### config.mk
export PLATFORM = sky130hd
export DESIGN_NAME = cache_arbiter
export DESIGN_NICKNAME = d
export VERILOG_FILES = /design/src/rtl/rv32i_types.sv /design/src/rtl/burst_adapter.sv /design/src/rtl/cache_arbiter.sv
export SDC_FILE = /design/constraint.sdc
export NUM_CORES = 1
export LEC_CHECK = 0
export CORE_AREA = 10 10 380 382
export CTS_BUF_LIST = sky130_fd_sc_hd__clkbuf_16
export DETAILED_ROUTE_END_ITERATION = 6
export DIE_AREA = 0 0 390 392
export SETUP_SLACK_MARGIN = 0.3
export SYNTH_ARGS = -nofsm -noshare
export SYNTH_HDL_FRONTEND = slang
export SYNTH_HIERARCHICAL = 1
export SYNTH_SLANG_ARGS = --single-unit
### constraint.sdc
create_clock -name clk -period 3.25 [get_ports clk]
set_input_delay 0.4875 -clock clk [delete_from_list [all_inputs] [get_ports clk]]
set_output_delay 0.4875 -clock clk [all_outputs]
set_load 0.03 [all_outputs]
### src/rtl/rv32i_types.sv
// Shared types and width constants for the cache-to-memory arbiter.
// Holds the arbiter FSM state enum, grant enum and line/beat geometry.
package rv32i_types;

    localparam int unsigned ADDR_WIDTH = 32;
    localparam int unsigned LINE_WIDTH = 256;
    localparam int unsigned BEAT_WIDTH = 64;
    localparam int unsigned BURST_LEN  = 4;
    localparam int unsigned BEAT_IDX_W = $clog2(BURST_LEN);

    localparam logic [BEAT_IDX_W-1:0] LAST_BEAT = BEAT_IDX_W'(BURST_LEN - 1);
    localparam logic [ADDR_WIDTH-1:0] LINE_OFFSET_MASK = ADDR_WIDTH'(LINE_WIDTH / 8 - 1);

    typedef enum logic [2:0] {
        IDLE,
        I_READ,
        D_READ,
        D_WRITE,
        DONE
    } arb_state_t;

    typedef enum logic {
        GRANT_I,
        GRANT_D
    } arb_grant_t;

    // Clears the byte-within-line offset so every burst starts on a line boundary.
    function automatic logic [ADDR_WIDTH-1:0] line_align(input logic [ADDR_WIDTH-1:0] addr);
        return addr & ~LINE_OFFSET_MASK;
    endfunction

endpackage

### src/rtl/burst_adapter.sv
// Beat-level datapath for the arbiter: beat counter, shared line buffer
// that gathers read beats, and the mux that slices a writeback line into beats.
module burst_adapter
    import rv32i_types::*;
(
    input  logic                  clk_i,
    input  logic                  rst_i,
    input  logic                  start_i,
    input  logic                  rd_en_i,
    input  logic                  wr_en_i,
    input  logic                  done_i,
    input  logic                  mem_resp_i,
    input  logic [BEAT_WIDTH-1:0] mem_rdata_i,
    input  logic [LINE_WIDTH-1:0] wdata_i,
    output logic                  last_beat_o,
    output logic [LINE_WIDTH-1:0] line_o,
    output logic [BEAT_WIDTH-1:0] mem_wdata_o
);

    logic [BEAT_IDX_W-1:0] beat_q, beat_d;
    logic [LINE_WIDTH-1:0] line_q, line_d;
    logic                  beat_ack;

    assign beat_ack = (rd_en_i || wr_en_i) && mem_resp_i;

    always_comb begin
        beat_d = beat_q;
        line_d = line_q;
        if (start_i || done_i) begin
            beat_d = '0;
        end else if (beat_ack) begin
            // Natural 2-bit wrap returns the counter to 0 after the last beat.
            beat_d = beat_q + 1'b1;
        end
        if (rd_en_i && mem_resp_i) begin
            line_d[beat_q*BEAT_WIDTH +: BEAT_WIDTH] = mem_rdata_i;
        end
    end

    always_ff @(posedge clk_i) begin
        if (rst_i) begin
            beat_q <= '0;
            line_q <= '0;
        end else begin
            beat_q <= beat_d;
            line_q <= line_d;
        end
    end

    always_comb begin
        mem_wdata_o = '0;
        if (wr_en_i) begin
            mem_wdata_o = wdata_i[beat_q*BEAT_WIDTH +: BEAT_WIDTH];
        end
    end

    assign last_beat_o = beat_ack && (beat_q == LAST_BEAT);
    assign line_o      = line_q;

endmodule

### src/rtl/cache_arbiter.sv
// Shares one 64-bit burst memory port between the I-cache and D-cache line ports.
// Define CACHE_ARBITER_RR_EN for round-robin between caches; default is fixed D-over-I.
module cache_arbiter
    import rv32i_types::*;
(
    input  logic                  clk,
    input  logic                  rst,

    input  logic                  icache_pmem_read,
    input  logic [ADDR_WIDTH-1:0] icache_pmem_address,
    output logic [LINE_WIDTH-1:0] icache_pmem_rdata,
    output logic                  icache_pmem_resp,

    input  logic                  dcache_pmem_read,
    input  logic                  dcache_pmem_write,
    input  logic [ADDR_WIDTH-1:0] dcache_pmem_address,
    input  logic [LINE_WIDTH-1:0] dcache_pmem_wdata,
    output logic [LINE_WIDTH-1:0] dcache_pmem_rdata,
    output logic                  dcache_pmem_resp,

    output logic                  mem_read,
    output logic                  mem_write,
    output logic [ADDR_WIDTH-1:0] mem_address,
    output logic [BEAT_WIDTH-1:0] mem_wdata,
    input  logic [BEAT_WIDTH-1:0] mem_rdata,
    input  logic                  mem_resp
);

    arb_state_t            state_q, state_d;
    arb_grant_t            grant_q, grant_d;
    logic [ADDR_WIDTH-1:0] addr_q, addr_d;

    logic                  d_req;
    logic                  i_req;
    logic                  pick_d;
    logic                  last_beat;
    logic [LINE_WIDTH-1:0] line_buf;

    assign d_req = dcache_pmem_read || dcache_pmem_write;
    assign i_req = icache_pmem_read;

`ifdef CACHE_ARBITER_RR_EN
    // grant_q doubles as last_grant: on a collision the cache not served last wins.
    assign pick_d = d_req && (!i_req || (grant_q == GRANT_I));
`else
    assign pick_d = d_req;
`endif

    always_ff @(posedge clk) begin
        if (rst) begin
            state_q <= IDLE;
            grant_q <= GRANT_D;
            addr_q  <= '0;
        end else begin
            state_q <= state_d;
            grant_q <= grant_d;
            addr_q  <= addr_d;
        end
    end

    always_comb begin
        state_d = state_q;
        grant_d = grant_q;
        addr_d  = addr_q;
        unique case (state_q)
            IDLE: begin
                if (pick_d) begin
                    grant_d = GRANT_D;
                    addr_d  = line_align(dcache_pmem_address);
                    // Write wins if both D-side strobes are up.
                    state_d = dcache_pmem_write ? D_WRITE : D_READ;
                end else if (i_req) begin
                    grant_d = GRANT_I;
                    addr_d  = line_align(icache_pmem_address);
                    state_d = I_READ;
                end
            end
            I_READ, D_READ, D_WRITE: begin
                if (last_beat) begin
                    state_d = DONE;
                end
            end
            DONE: begin
                state_d = IDLE;
            end
            default: begin
                state_d = IDLE;
            end
        endcase
    end

    always_comb begin
        mem_read         = 1'b0;
        mem_write        = 1'b0;
        icache_pmem_resp = 1'b0;
        dcache_pmem_resp = 1'b0;
        unique case (state_q)
            I_READ, D_READ: mem_read  = 1'b1;
            D_WRITE:        mem_write = 1'b1;
            DONE: begin
                icache_pmem_resp = (grant_q == GRANT_I);
                dcache_pmem_resp = (grant_q == GRANT_D);
            end
            default: ;
        endcase
    end

    assign mem_address       = addr_q;
    assign icache_pmem_rdata = line_buf;
    assign dcache_pmem_rdata = line_buf;

    burst_adapter u_burst (
        .clk_i       (clk),
        .rst_i       (rst),
        .start_i     ((state_q == IDLE) && (state_d != IDLE)),
        .rd_en_i     (mem_read),
        .wr_en_i     (mem_write),
        .done_i      (state_q == DONE),
        .mem_resp_i  (mem_resp),
        .mem_rdata_i (mem_rdata),
        .wdata_i     (dcache_pmem_wdata),
        .last_beat_o (last_beat),
        .line_o      (line_buf),
        .mem_wdata_o (mem_wdata)
    );

endmodule

## After elaboration in Yosys (flattened, before gate mapping)

Cells that the tools add are included.

- Register bits after elaboration: 294
- Bits of input ports: 390
- Output and inout port bits: 612

- Add/sub/neg operators: 2
- Equal/unequal tests: 5
- Shifts and indexed selects: 3
- Muxes and demuxes: 15
- Bitwise logic cells: 1
- Reduce and logical (&&, ||, !) cells: 14

Operators with widths:

| kind | count |
|---|---|
| $bwmux W256 | 1 |
| $shift A64 B34 Y256 const A | 1 |
| $shiftx A256 B9 Y64 | 1 |
| $shiftx A64 B34 Y256 | 1 |
| $mux W32 | 2 |
| $mux W64 | 1 |
| $neg A8 Y34 | 1 |
| $mux W3 | 3 |
| $mux W1 | 7 |
| $eq A3 B2 Y1 const B | 2 |
| $pmux W3 S2 | 1 |
| $logic_and A1 B1 Y1 | 4 |
| $reduce_or A2 Y1 | 2 |
| $eq A3 B1 Y1 const B | 1 |
| $eq A3 B3 Y1 const B | 1 |
| $logic_not A3 Y1 | 1 |
| $logic_or A1 B1 Y1 | 3 |
| $reduce_bool A3 Y1 | 1 |
| $reduce_or A3 Y1 | 1 |
| $add A2 B1 Y2 const B | 1 |
| $eq A2 B2 Y1 const B | 1 |
| $reduce_and A2 Y1 | 1 |
| $reduce_bool A2 Y1 | 1 |
| $not A1 Y1 | 1 |

## Logic depth before layout (Yosys ltp)

- Depth after elaboration: 12
- Mapped depth: 11
- Depth with buffers taken out: 7

## By module

The synthesis kept the hierarchy.

By module, submodules not included:

| module | times used | cells an instance | area each (um2) |
|---|---|---|---|
| burst_adapter | 1 | 1,030 | 10,649.0 |
| cache_arbiter | 1 | 440 | 3,505.9 |

## Least setup slack after synthesis

Ideal clock, no wire load.

- Kind: register to register
- Start point: register u_burst.beat_q[1]
- End point: register u_burst.line_q[107] (netlist: u_burst/line_o[107])
- Setup time: 0.060 ns
- Arrival time: 2.356 ns
- Required time: 3.190 ns
- Setup slack: 0.834 ns
- Stages on the path, launching flop included: 10
- Path buffers: 4
- Cells stage by stage: dfxtp_1 -> buf_2 -> buf_1 -> inv_1 -> ha_1 -> clkbuf_1 -> nand2_1 -> nor3_2 -> buf_2 -> a22o_1

- Longest elaborated chain between the ends: 3
- Elaborated cells between the ends (all ways): 4
- Those cells by class: add/sub: 1; shift: 2; mux: 1

Ends and longest elaborated chain:

| item | RTL line | RTL |
|---|---|---|
| start: declaration | burst_adapter.sv:20 | `logic [BEAT_IDX_W-1:0] beat_q, beat_d;` |
| start signal: assignment | burst_adapter.sv:45 | `beat_q <= beat_d;` |
| $neg A8 Y34 (*) | burst_adapter.sv:36 | `line_d[beat_q*BEAT_WIDTH +: BEAT_WIDTH] = mem_rdata_i;` |
| $shiftx A64 B34 Y256 or $shift A64 B34 Y256 (tied branches) | burst_adapter.sv:36 |  |
| $bwmux W256 (*) | burst_adapter.sv:36 |  |
| end signal: assignment | burst_adapter.sv:46 | `line_q <= line_d;` |
| end: declaration | burst_adapter.sv:21 | `logic [LINE_WIDTH-1:0] line_q, line_d;` |

Every way passes the cells marked *; elsewhere a longest branch is shown, timed or not.
A chain may end at the register's enable or synchronous reset.

## Worst setup path after layout

- Start point: register u_burst.beat_q[0]
- End point: output port mem_wdata[58]

- Longest elaborated chain between the ends: 2

Ends and longest elaborated chain:

| item | RTL line | RTL |
|---|---|---|
| $shiftx A256 B9 Y64 | burst_adapter.sv:53 | `mem_wdata_o = wdata_i[beat_q*BEAT_WIDTH +: BEAT_WIDTH];` |
| $mux W64 | burst_adapter.sv:52 | `if (wr_en_i) begin` |
| end: declaration | cache_arbiter.sv:24 | `output logic [BEAT_WIDTH-1:0] mem_wdata,` |

No other way between the ends.

==> flow_metrics.env <==
export IMPL_max_freq_mhz=348
export IMPL_final_hold_violation_count=0
export IMPL_floorplan_rows=136
export IMPL_synth_top_cell_area_share=0.409
export IMPL_routability_driven_placement_congestion_ratio=0.944
export IMPL_cpPeakStageDelay_ps=570
export IMPL_total_leakage_power_nw=8.83
export IMPL_synth_cell_count_leaders="sky130_fd_sc_hd__dfxtp_1 (289), sky130_fd_sc_hd__buf_4 (270), sky130_fd_sc_hd__nand2_1 (184)"
export IMPL_clock_tree_buffer_depth=3
export IMPL_detail_route_drc_violations=0
export IMPL_initial_core_util=0.103
export IMPL_final_setup_worst_slack_ps=376
export IMPL_async_flop_share=0
export IMPL_power_per_cell_area_nw_per_um2=413
export IMPL_slew_headroom=0.462
export IMPL_num_nets_final=2594
export IMPL_timing_critical_path_max_delay_family="buffers and inverters"
export IMPL_cts_htree_levels=2
export IMPL_met3_wire_length_um=8820
export IMPL_finalClockSkew_ps=31.5
export IMPL_drtIter0Drc=918
export IMPL_met2_length_um=52000
export IMPL_ctsHoldBuffers=0
export IMPL_ys_warn_count=6
export IMPL_synth_area_um2=14200
export IMPL_power_ir_vdd_worst_uv=238
export IMPL_path_class="reg2out"
export IMPL_die_area_um2=153000
export IMPL_cp_num_buf_inv=4
export IMPL_holdCritPathClass="in2reg"
export IMPL_detailed_place_hpwl_um=89400
export IMPL_dr_total_vias=14600
export IMPL_route_detailed_wl_per_inst_um=26.9
export IMPL_worst_setup_path_end_kind="output pin"
export IMPL_yosys_top_cells_area="sky130_fd_sc_hd__dfxtp_1 (41%), sky130_fd_sc_hd__buf_4 (14%), sky130_fd_sc_hd__mux4_2 (10%), sky130_fd_sc_hd__a22o_1 (7.9%), sky130_fd_sc_hd__a21oi_1 (5.6%)"
export IMPL_area_of_the_multi_input_gates_um2=5930
export IMPL_grt_max_degree=79
export IMPL_yosys_register_bits=289
export IMPL_rsz0062_at_grt="yes"
export IMPL_finalCoreUtilization=0.189
export IMPL_pre_cts_setup_slack_ps=351
export IMPL_ioPinCount=1002
export IMPL_design_area_um2=25800
export IMPL_synth_seq_area_share=0.409
export IMPL_worst_ep_required_time_ps=2760
export IMPL_synthCells=1470
export IMPL_yosysTopAreaCell="sky130_fd_sc_hd__dfxtp_1"
export IMPL_cp_max_fo=7
export IMPL_global_route_overflow_total=0
export IMPL_start_kind="flop"
export IMPL_layout_min_cycle_time_ps=2870
export IMPL_dr_pass1_iters=7
export IMPL_detailed_place_area_um2=24600
export IMPL_dieHeight_um=392
export IMPL_finalSetupViolations=0
export IMPL_worst_skew_pair_late_latency_ps=580
export IMPL_tritoncts_num_sinks=289
export IMPL_grt_total_usage=0.133
export IMPL_measured_slew_at_the_worst_slew_check_pin_ps=805
export IMPL_die_width_um=390
export IMPL_met1_length_um=45100
export IMPL_crit_arrival_ps=2390
export IMPL_cts_root_buf="sky130_fd_sc_hd__clkbuf_16"
export IMPL_post_synth_num_cell_types=42
export IMPL_fin_crit_sh=0.884
export IMPL_dp_cells=3943
export IMPL_total_power_mw=10.7
export IMPL_topRoutingLayerUsed="met5"
export IMPL_synthMostInstantiatedCell="sky130_fd_sc_hd__dfxtp_1"
export IMPL_routed_wl_um=108000
export IMPL_cpMaxStageDelayCell="sky130_fd_sc_hd__mux4_2"
export IMPL_post_layout_nonfiller_instances=4028
export IMPL_timing_setup_tns_ps=0
export IMPL_maxCapViolations=0
export IMPL_run_status="completed"
export IMPL_ant_nets=0
export IMPL_number_of_global_route_vias_before_repair=15100
export IMPL_port_buffer_count=986
export IMPL_cts_tree="done"
export IMPL_avgViaCountPerCell=3.63
export IMPL_cts_inserted_buffers=36
export IMPL_crit_chain="buf_12 -> buf_4 -> buf_6 -> mux4_2 -> and2_1 -> clkbuf_2"
export IMPL_clock_input_transition_at_the_sequential_cells_of_the_worst_setup_and_hold_paths_ps=60
export IMPL_synthesis_area_per_instance_um2=9.63
export IMPL_grt_pass1_wl_um=141000
export IMPL_final_max_slew_viol_count=0
export IMPL_antenna_found_initial=30
export IMPL_synth_ff_type="sky130_fd_sc_hd__dfxtp_1"
export IMPL_synthToLayoutAreaGrowth_pct=82.6
export IMPL_design_core_area_um2=137000
export IMPL_drive_gt1_frac=0.124
export IMPL_synth_edff_count=0
export IMPL_n_fill_cell=15200
export IMPL_holdWs_ps=252
export IMPL_ff_latch_area_um2=5790
area by class of cell:
class	count	area share
Tap cell	1794	0.0869
Clock buffer	37	0.0358
Timing Repair Buffer	1067	0.412
Antenna cell	10	0.000968
Multi-Input combinational cell	802	0.230
Sequential cell	289	0.224
Clock inverter	26	0.0105
Inverter	3	0.000436
kinds of logic after synthesis:
family / count (synthesis) / synth area share
AO/OA/AOI/OAI: 317 / 0.163
other: 1 / 0.000265
adder cells (fa/ha/maj): 5 / 0.00442
multiplexers: 65 / 0.103
buffers and inverters: 383 / 0.180
flip-flops: 289 / 0.409
AND/OR/NAND/NOR: 408 / 0.140
XOR/XNOR: 2 / 0.00124
final timing paths:
kind	start	to	slack [ps]	depth (start not counted)
worst max-delay path	u_burst/beat_q[0]$_SDFFE_PP0P_	mem_wdata[58]	380	6
worst min-delay path	rst	mem_address[9]$_SDFFE_PP0P_	250	2
worst max register to register	u_burst/beat_q[1]$_SDFFE_PP0P_	u_burst/line_o[184]$_SDFFE_PP0P_	630	9
worst min register to register	u_burst/line_o[0]$_SDFFE_PP0P_	u_burst/line_o[0]$_SDFFE_PP0P_	470	2
placed cells by master (no fill, tap or decap), drive strengths merged, types with 2 or more instances in the layout:
master         count
mux4              64
nand3            130
nand2            184
dlygate4sd2       30
clkbuf            44
and3               3
dfxtp            289
ha                 5
a22o             128
clkinv            11
conb               5
xnor2              2
clkdlybuf4s50    919
inv               13
nor2               5
nor4               3
bufinv             4
buf              110
a311oi            27
nor4b              2
nor2b              3
nor3               4
a21oi            157
a31oi              2
and2              66
o21ai              2
diode             10
layer usage:
metal | up-vias | global-route usage
met5 | - | 0
met4 | 6 | 0.0293
met3 | 109 | 0.0380
met2 | 793 | 0.228
met1 | 7305 | 0.165
li1 | 6422 | -
sequential cells by signal, summed over array words and instances, names as in the netlist:
signal	count
grant_q	1
state_q	3
mem_address	27
u_burst/line_o	256
u_burst/beat_q	2
power breakdown:
group / internal (mW) / total (mW) / switching, mW
combinational: 1.19 / 2.71 / 1.52
clock: 2.42 / 4.17 / 1.75
sequential: 3.67 / 3.79 / 0.117
total: 7.28 / 10.7 / 3.39
repair_timing:
| action | 4_1_cts | 5_1_grt |
|---|---|---|
| buffers inserted | 11 | 0 |
| resized for setup | 97 | 21 |
| setup endpoints to repair | 54 | 14 |
| gates cloned | 1 | 0 |
No activity file was read; power rests on OpenSTA's default activity.
